`config.mk`:
```
export PLATFORM = sky130hd
export DESIGN_NAME = dram_arbiter
export DESIGN_NICKNAME = d
export VERILOG_FILES = /design/src/rtl/dram_arb_pkg.sv /design/src/rtl/arb_tag_fifo.sv /design/src/rtl/dram_arbiter.sv
export SDC_FILE = /design/constraint.sdc
export NUM_CORES = 1
export LEC_CHECK = 0
export CORE_MARGIN = 2
export CORE_UTILIZATION = 39
export CTS_CLUSTER_SIZE = 20
export DETAILED_ROUTE_END_ITERATION = 6
export PLACE_DENSITY = 0.89
export SLEW_MARGIN = 0
export SYNTH_ARGS = -nofsm -noshare
export SYNTH_HDL_FRONTEND = slang
export SYNTH_SLANG_ARGS = --single-unit
```
`constraint.sdc`:
```
create_clock -name clk -period 5.9 [get_ports clk]
set_clock_uncertainty 0.05 [all_clocks]
set_input_delay 0.59 -clock clk [delete_from_list [all_inputs] [get_ports clk]]
set_output_delay 0.59 -clock clk [all_outputs]
set_load 0.02 [all_outputs]
```
`src/rtl/dram_arb_pkg.sv`:
```
// dram_arb_pkg: shared types and constants for the DRAM port arbiter
package dram_arb_pkg;
  typedef enum logic {S_IDLE, S_OWN} arb_state_t;
  localparam int REQ_FETCH = 0;
  localparam int REQ_LOAD  = 1;
  localparam int REQ_STORE = 2;
  typedef logic [1:0] req_id_t;
  function automatic int wrap_idx(input int i, input int n);
    return i >= n ? i - n : i;
  endfunction
endpackage

```
`src/rtl/arb_tag_fifo.sv`:
```
// arb_tag_fifo: in-order FIFO of requester ids for outstanding DRAM reads
module arb_tag_fifo
  import dram_arb_pkg::*;
#(
  parameter int DEPTH = 4
) (
  input  logic    clk,
  input  logic    rst,
  input  logic    push,
  input  logic    pop,
  input  req_id_t din,
  output req_id_t dout,
  output logic    full,
  output logic    empty
);
  localparam int AW = $clog2(DEPTH);
  req_id_t       mem_q [DEPTH];
  logic [AW-1:0] wp_q, rp_q;
  logic [AW:0]   cnt_q;
  // pointers wrap naturally because DEPTH is a power of two
  always_ff @(posedge clk or negedge rst) begin
    if (!rst) begin
      wp_q  <= '0;
      rp_q  <= '0;
      cnt_q <= '0;
    end else begin
      if (push) wp_q <= wp_q + 1'b1;
      if (pop) rp_q <= rp_q + 1'b1;
      cnt_q <= cnt_q + {{AW{1'b0}}, push} - {{AW{1'b0}}, pop};
    end
  end
  // storage needs no reset: an entry is only read after it has been pushed
  always_ff @(posedge clk) begin
    if (push) mem_q[wp_q] <= din;
  end
  assign dout  = mem_q[rp_q];
  assign full  = cnt_q == (AW+1)'(DEPTH);
  assign empty = cnt_q == '0;
endmodule

```
`src/rtl/dram_arbiter.sv`:
```
// dram_arbiter: round-robin burst-locking arbiter for the byte-wide DRAM port (DRAM_ARB_FIXED_PRIO_EN selects fixed priority)
module dram_arbiter
  import dram_arb_pkg::*;
#(
  parameter int ADDR_WIDTH = 24,
  parameter int DATA_WIDTH = 8,
  parameter int NUM_REQ    = 3,
  parameter int MAX_BURST  = 32,
  parameter int RD_DEPTH   = 4
) (
  input  logic                                 clk,
  input  logic                                 rst,
  input  logic [NUM_REQ-1:0]                   req_valid,
  input  logic [NUM_REQ-1:0]                   req_we,
  input  logic [NUM_REQ-1:0][ADDR_WIDTH-1:0]   req_addr,
  input  logic [NUM_REQ-1:0][DATA_WIDTH-1:0]   req_wdata,
  output logic [NUM_REQ-1:0]                   req_ready,
  output logic [NUM_REQ-1:0]                   rsp_valid,
  output logic [DATA_WIDTH-1:0]                rsp_data,
  output logic                                 mem_req,
  output logic                                 mem_we,
  output logic [ADDR_WIDTH-1:0]                mem_addr,
  output logic [DATA_WIDTH-1:0]                mem_wdata,
  input  logic                                 mem_ready,
  input  logic                                 mem_rvalid,
  input  logic [DATA_WIDTH-1:0]                mem_rdata,
  output logic [$clog2(NUM_REQ)-1:0]           owner,
  output logic                                 busy,
  output logic                                 rsp_err
);
  localparam int OW = $clog2(NUM_REQ);
  localparam int CW = $clog2(MAX_BURST) + 1;
  arb_state_t    state_q, state_d;
  logic [OW-1:0] owner_q, owner_d, rr_q, rr_d, winner;
  logic [CW-1:0] cnt_q, cnt_d;
  logic          err_q, err_d;
  logic          own, fire, rd_block, push, pop, tag_full, tag_empty;
  req_id_t       tag_dout;
  assign own  = state_q == S_OWN;
  assign fire = mem_req && mem_ready;
  assign push = fire && !mem_we;
  assign pop  = mem_rvalid && !tag_empty;
  // a read returning this cycle frees a slot, so a full FIFO need not stall the next read
  assign rd_block = tag_full && !mem_rvalid;
  arb_tag_fifo #(.DEPTH(RD_DEPTH)) u_tags (
    .clk   (clk),
    .rst   (rst),
    .push  (push),
    .pop   (pop),
    .din   (req_id_t'(owner_q)),
    .dout  (tag_dout),
    .full  (tag_full),
    .empty (tag_empty)
  );
  // winner selection: first active requester at or after rr_q, or lowest index when fixed
  always_comb begin
    winner = '0;
`ifdef DRAM_ARB_FIXED_PRIO_EN
    for (int i = NUM_REQ - 1; i >= 0; i--)
      if (req_valid[i]) winner = OW'(i);
`else
    for (int i = NUM_REQ - 1; i >= 0; i--)
      if (req_valid[wrap_idx(int'(rr_q) + i, NUM_REQ)]) winner = OW'(wrap_idx(int'(rr_q) + i, NUM_REQ));
`endif
  end
  // state register with grant bookkeeping and sticky error
  always_ff @(posedge clk or negedge rst) begin
    if (!rst) begin
      state_q <= S_IDLE;
      owner_q <= '0;
      rr_q    <= '0;
      cnt_q   <= '0;
      err_q   <= 1'b0;
    end else begin
      state_q <= state_d;
      owner_q <= owner_d;
      rr_q    <= rr_d;
      cnt_q   <= cnt_d;
      err_q   <= err_d;
    end
  end
  // next state: grant from idle, release on dropped request or burst limit
  always_comb begin
    state_d = state_q;
    owner_d = owner_q;
    rr_d    = rr_q;
    cnt_d   = cnt_q;
    err_d   = err_q || (mem_rvalid && tag_empty);
    if (!own) begin
      if (|req_valid) begin
        state_d = S_OWN;
        owner_d = winner;
        cnt_d   = '0;
      end
    end else begin
      if (fire) cnt_d = cnt_q + 1'b1;
      if (!req_valid[owner_q] || (fire && cnt_q == CW'(MAX_BURST - 1))) begin
        state_d = S_IDLE;
        rr_d    = owner_q == OW'(NUM_REQ - 1) ? '0 : owner_q + 1'b1;
      end
    end
  end
  // outputs: owner drives the DRAM port, returning reads go to the tagged requester
  always_comb begin
    mem_req            = own && req_valid[owner_q] && !(!req_we[owner_q] && rd_block);
    mem_we             = own && req_we[owner_q];
    mem_addr           = own ? req_addr[owner_q] : '0;
    mem_wdata          = own ? req_wdata[owner_q] : '0;
    req_ready          = '0;
    req_ready[owner_q] = mem_req && mem_ready;
    rsp_valid          = '0;
    rsp_valid[tag_dout] = pop;
    rsp_data           = pop ? mem_rdata : '0;
  end
  assign owner   = owner_q;
  assign busy    = own || !tag_empty;
  assign rsp_err = err_q;
endmodule

```
* Word-level counts from Yosys, hierarchy flattened *
Memories as Yosys holds them, arrays and structs flattened.
Index checks and enable logic that the tools add are counted.

cells by class
  $lt $le $gt $ge = 10
  equality and inequality tests = 4
  mux-type cells = 39
  $add $sub $neg = 11
  bitwise logic cells = 3
  reduce and logical (&&, ||, !) cells = 27

operator list
  kind                                                                                 count
  32-bit by 4-bit less-than comparator with 1-bit output, second input constant        3
  32-bit two-way mux                                                                   3
  24-bit binary-select mux with 2-bit select                                           1
  24-bit two-way mux                                                                   2
  8-bit two-way mux                                                                    3
  6-bit two-way mux                                                                    3
  8-bit binary-select mux with 2-bit select                                            1
  1-bit two-way mux                                                                    15
  1-bit logical AND                                                                    12
  1-bit binary-select mux with 2-bit select                                            5
  2-bit two-way mux                                                                    4
  3-bit by 2-bit subtractor with 4-bit output, second input constant                   2
  2-bit by 1-bit adder with 2-bit output, second input constant                        3
  6-bit by 1-bit adder with 6-bit output, second input constant                        1
  3-bit bitwise AND                                                                    2
  6-bit by 5-bit == test with 1-bit output, second input constant                      1
  3-bit by 2-bit greater-or-equal comparator with 1-bit output, second input constant  2
  1-bit zero test                                                                      6
  2-bit by 3-bit less-than comparator with 1-bit output, second input constant         2
  2-bit AND reduction                                                                  3
  1-bit demux with 2-bit select                                                        2
  2-bit by 1-bit greater-or-equal comparator with 1-bit output, second input constant  2
  2-bit by 1-bit adder with 3-bit output, second input constant                        1
  2-bit by 2-bit adder with 3-bit output, second input constant                        1
  12 further kinds                                                                     14

word-level totals
  output and inout port bits = 52
  word-level logic and storage cells = 103
  RAM bits = 8
  memories = 1
  bits of input ports = 114
  register bits = 19

memory list
  name          depth  width  rd ports  clocked after memory_dff  wr ports  line                source
  u_tags.mem_q  4      2      1         0                         1         arb_tag_fifo.sv:17  req_id_t mem_q [DEPTH];

* Logic depth before layout (Yosys ltp) *
  depth after elaboration = 11
  mapped depth = 10
  gate-level depth less buffers = 9

* Hierarchy *
From an unflattened synthesis, not the netlist that was laid out.

unflattened totals
  cell total of the unflattened synthesis = 295
  area total of the unflattened synthesis = 2447.3 um2

by module, submodules not included
  module        cells each  seq. area each (um2)  instances  area each (um2)
  dram_arbiter  251         300.3                 1          1767.9
  arb_tag_fifo  44          415.4                 1          679.4

* Worst setup path after synthesis *
No wires, ideal clock.

  path type = register to output
  start = register owner_q[0] (netlist: owner[0])
  end = output req_ready[2]
  cell stages (with the launch flop) = 7
  data required time = 5.260 ns
  path slack = 3.347 ns
  buffers on the path = 2
  arrival time = 1.913 ns
  cell sequence = dfrtp_1 > buf_4 > mux2i_1 > o211ai_2 > nand4_2 > clkbuf_1 > nor3b_1

on the way
  word-level cells in the longest chain between the ends = 8
  elaborated cells between the ends (all ways) = 16
  those cells by class = 2 x order compare; 6 x mux; 1 x bitwise; 7 x reduce/logical

ends and longest elaborated chain
  element                                                                                        line                source
  start, declared                                                                                dram_arbiter.sv:34  logic [OW-1:0] owner_q, owner_d, rr_q, rr_d, winner;
  start signal, assigned                                                                         dram_arbiter.sv:76  owner_q <= owner_d;
  branches (longest 7 deep; another with 2-bit by 3-bit less-than comparator with 1-bit output)  --
  3-bit bitwise AND (no line) (*)                                                                --
  end, declared                                                                                  dram_arbiter.sv:17  output logic [NUM_REQ-1:0] req_ready,

Mark *: on every way between the ends. The select of a mux whose other input is x is not followed.

* Worst setup path in the final report *
Ends and elaborated chain as after synthesis.

==> flow_metrics.env <==
export IMPL_grt_overflow=0
export IMPL_max_clock_freq_mhz=261
export IMPL_grt_use_total_pct=23.3
export IMPL_dieArea_um2=6730
export IMPL_start_util_pct=40.1
export IMPL_crit_required_ps=5260
export IMPL_final_max_slew_viol_count=0
export IMPL_rsz0062_at_grt="false"
export IMPL_worst_ep_arrival_time_ps=3190
export IMPL_crit_start="owner[0]"
export IMPL_yosys_top_cells_area="dfrtp_1 (20%), mux2i_1 (15%), and2_1 (12%)"
export IMPL_dpl_hpwl_um=6170
export IMPL_synth_top_flop_cell="dfrtp_1"
export IMPL_drc=0
export IMPL_drive_above_1_share_pct=4.14
export IMPL_syn_inst=283
export IMPL_cp_slowest_stage_delay_ps=650
export IMPL_n_antenna_cell=0
export IMPL_hp_class="reg -> reg"
export IMPL_leakage_nw=1.56
export IMPL_placed_area_um2=4060
export IMPL_insertion_delay_ps=270
export IMPL_cts_htree_levels=1
export IMPL_r2r_slack_ps=2450
export IMPL_rr_startpoint="owner[0]"
export IMPL_ir_drop_uv=212
export IMPL_synth_edf_count=8
export IMPL_fin_setup_tns_ps=0
export IMPL_avgSynthCellArea_um2=8.40
export IMPL_ff2ff_path_depth=10
export IMPL_post_route_period_util_pct=65.0
export IMPL_yosysWarnings=0
export IMPL_hold_start="rsp_err"
export IMPL_routabilityCongestion=0.869
export IMPL_die_w_um=82.1
export IMPL_drt_initial_drc_count=132
export IMPL_hold_buffers=0
export IMPL_netlist_top_cells_count="and2_1 (45), nand2_1 (40), o21ai_0 (37), mux2i_1 (35), dfrtp_1 (19)"
export IMPL_coreArea_um2=5920
export IMPL_holdWs_ps=411
export IMPL_pwr_share_clk_pct=6.9
export IMPL_syn_nets=407
export IMPL_syn_area_um2=2380
export IMPL_grt_pass1_vias=2689
export IMPL_async_reset_ff_share_pct=70.4
export IMPL_cp_cell_sequence="buf_4 > mux2i_1 > o21ai_2 > nand4_2 > nor3b_1 > clkdlybuf4s50_1"
export IMPL_synth_top_area_share_pct=20.0
export IMPL_power_switching_w=0.000656
export IMPL_maxCapViolCount=0
export IMPL_routedWlPerCell_um=15.0
export IMPL_row_count=28
export IMPL_sequentialPowerShare_pct=24.3
export IMPL_die_h_um=82.1
export IMPL_cp_start_kind="flop"
export IMPL_antenna_left=0
export IMPL_dp_cells=506
export IMPL_criticalPathCategory="reg -> out"
export IMPL_hold_viol=0
export IMPL_ios=166
export IMPL_fin_nets=560
export IMPL_fin_util_pct=69.4
export IMPL_antenna_found_initial=0
export IMPL_regArea_um2=717
export IMPL_instances_no_fill=510
export IMPL_num_vias=2589
export IMPL_reg2reg_to="u_tags.cnt_q[2]"
export IMPL_cts_num_sinks=27
export IMPL_drt_first_pass_iters=4
export IMPL_grt_pass1_wl_um=12200
export IMPL_cts_tree="built"
export IMPL_wirelength_um=7630
export IMPL_routed_via_density=5.08
export IMPL_yosysMostFrequentCell="and2_1"
export IMPL_area_growth_pct=72.9
export IMPL_post_cts_setup_buffers=0
export IMPL_ys_seq_elements=27
export IMPL_design_area_um2=4110
export IMPL_setup_viol=0
export IMPL_layout_min_cycle_time_ps=3830
export IMPL_clkTransAtPathRegs_ps=90
export IMPL_cts_buffers=3
export IMPL_p_comb_share_pct=68.8
export IMPL_nFillCells=467
export IMPL_clock_path_buffers=2
export IMPL_synth_area_leader_cell="dfrtp_1"
export IMPL_crit_end="req_ready[2]"
export IMPL_grt_start_max_net_pins=42
export IMPL_ys_seq_area_share_pct=30.1
export IMPL_slew_headroom_pct=26.7
export IMPL_ctsResizeCount=0
export IMPL_cts_root_buf="clkbuf_8"
export IMPL_numPortBuffers=165
export IMPL_power_internal_w=0.000837
export IMPL_worst_pin_slew_ps=1100
export IMPL_power_density_nw_per_um2=363
export IMPL_end_kind="primary output"
export IMPL_multiInputGateArea_um2=1530
export IMPL_critPathMaxFanout=30
export IMPL_yosysUniqueCellTypes=42
export IMPL_cpMaxStageDelayCell="clkdlybuf4s50_1"
export IMPL_status="finished clean"
export IMPL_switching_share_pct=43.9
-- logic make-up after synthesis --
| kind of cell | Yosys count | share of synthesized area [%] |
|---|---|---|
| multiplexers | 39 | 17.6 |
| AND/OR/NAND/NOR | 117 | 26.4 |
| AO/OA/AOI/OAI | 52 | 12.6 |
| adder cells (fa/ha/maj) | 11 | 6.00 |
| flip-flops | 27 | 30.1 |
| buffers and inverters | 32 | 5.48 |
| XOR/XNOR | 5 | 1.84 |
-- cell usage in the layout, fill, tap and decap left out, types with 2 or more instances in the layout --
cell type / count
nor2_1: 4
xnor2_1: 4
nand2b_1: 2
clkbuf_8: 3
mux2_2: 2
nor3b_1: 3
inv_1: 12
mux4_2: 2
nand3b_1: 2
nor3_1: 3
nand3_1: 8
mux2i_1: 35
ha_1: 9
and2_1: 45
nand2_1: 40
o211ai_1: 2
edfxtp_1: 8
buf_4: 3
dfrtp_1: 18
o21ai_0: 37
o31ai_1: 4
clkdlybuf4s50_1: 165
a21oi_1: 3
-- registers in the layout, summed over array words and instances, names as in the netlist --
signal,count
cnt_q,6
own,1
owner,2
rr_q,2
rsp_err,1
u_tags.cnt_q,3
u_tags.mem_q,8
u_tags.rp_q,2
u_tags.wp_q,2
-- worst max-delay path: cells and delay by family (launching register included) --
kind            cells  cell delay, ps
simple gates        2             680
flops               1             640
compound gates      1             260
buf+inv             2            1140
mux                 1             180
-- power by group through the flow --
stage | clock network, W | logic, W | registers, W
floorplan | 0 | 0.000646 | 0.000313
global placement | 0 | 0.00100 | 0.000360
detailed placement | 0 | 0.00103 | 0.000367
CTS | 0.000106 | 0.00104 | 0.000363
global route | 0.000112 | 0.00112 | 0.000376
finish | 0.000103 | 0.00103 | 0.000362
-- routing by layer --
| metal | vias up | share of wire (%) | GRT usage, % |
|---|---|---|---|
| li1 | 1271 | - | - |
| met1 | 1176 | 39 | 27.5 |
| met2 | 124 | 49 | 40.6 |
| met3 | 18 | 9.3 | 6.15 |
| met4 | 0 | 2.7 | 8.00 |
| met5 | - | 0 | 0 |
-- per-stage QoR --
| step | setup slack, ps | power, W |
|---|---|---|
| 3_5_place_dp | 2380 | 0.00140 |
| 3_3_place_gp | 2460 | 0.00136 |
| 4_1_cts | 2060 | 0.00151 |
| 5_1_grt | 1860 | 0.00161 |
| 6_report | 2070 | 0.00149 |
| 2_1_floorplan | 3350 | 0.000958 |
-- final cells by class --
class                   count  share of cell area [%]
flip-flops and latches     27                    17.5
well taps                  75                    2.28
multi-input cells         224                    37.3
clock buffers               4                    1.10
repair buffers            168                    40.8
inverters                  12                    1.10
-- worst min-delay path by stage --
stage	to	slack, ps	depth (start not counted)
after detailed placement	rsp_err	390	1
final	rsp_err	410	1
after global routing	rsp_err	430	1
after CTS	rsp_err	410	1
after floorplan	cnt_q[0]	240	0
after global placement	rsp_err	390	1
(Power assumes the default switching activity.)
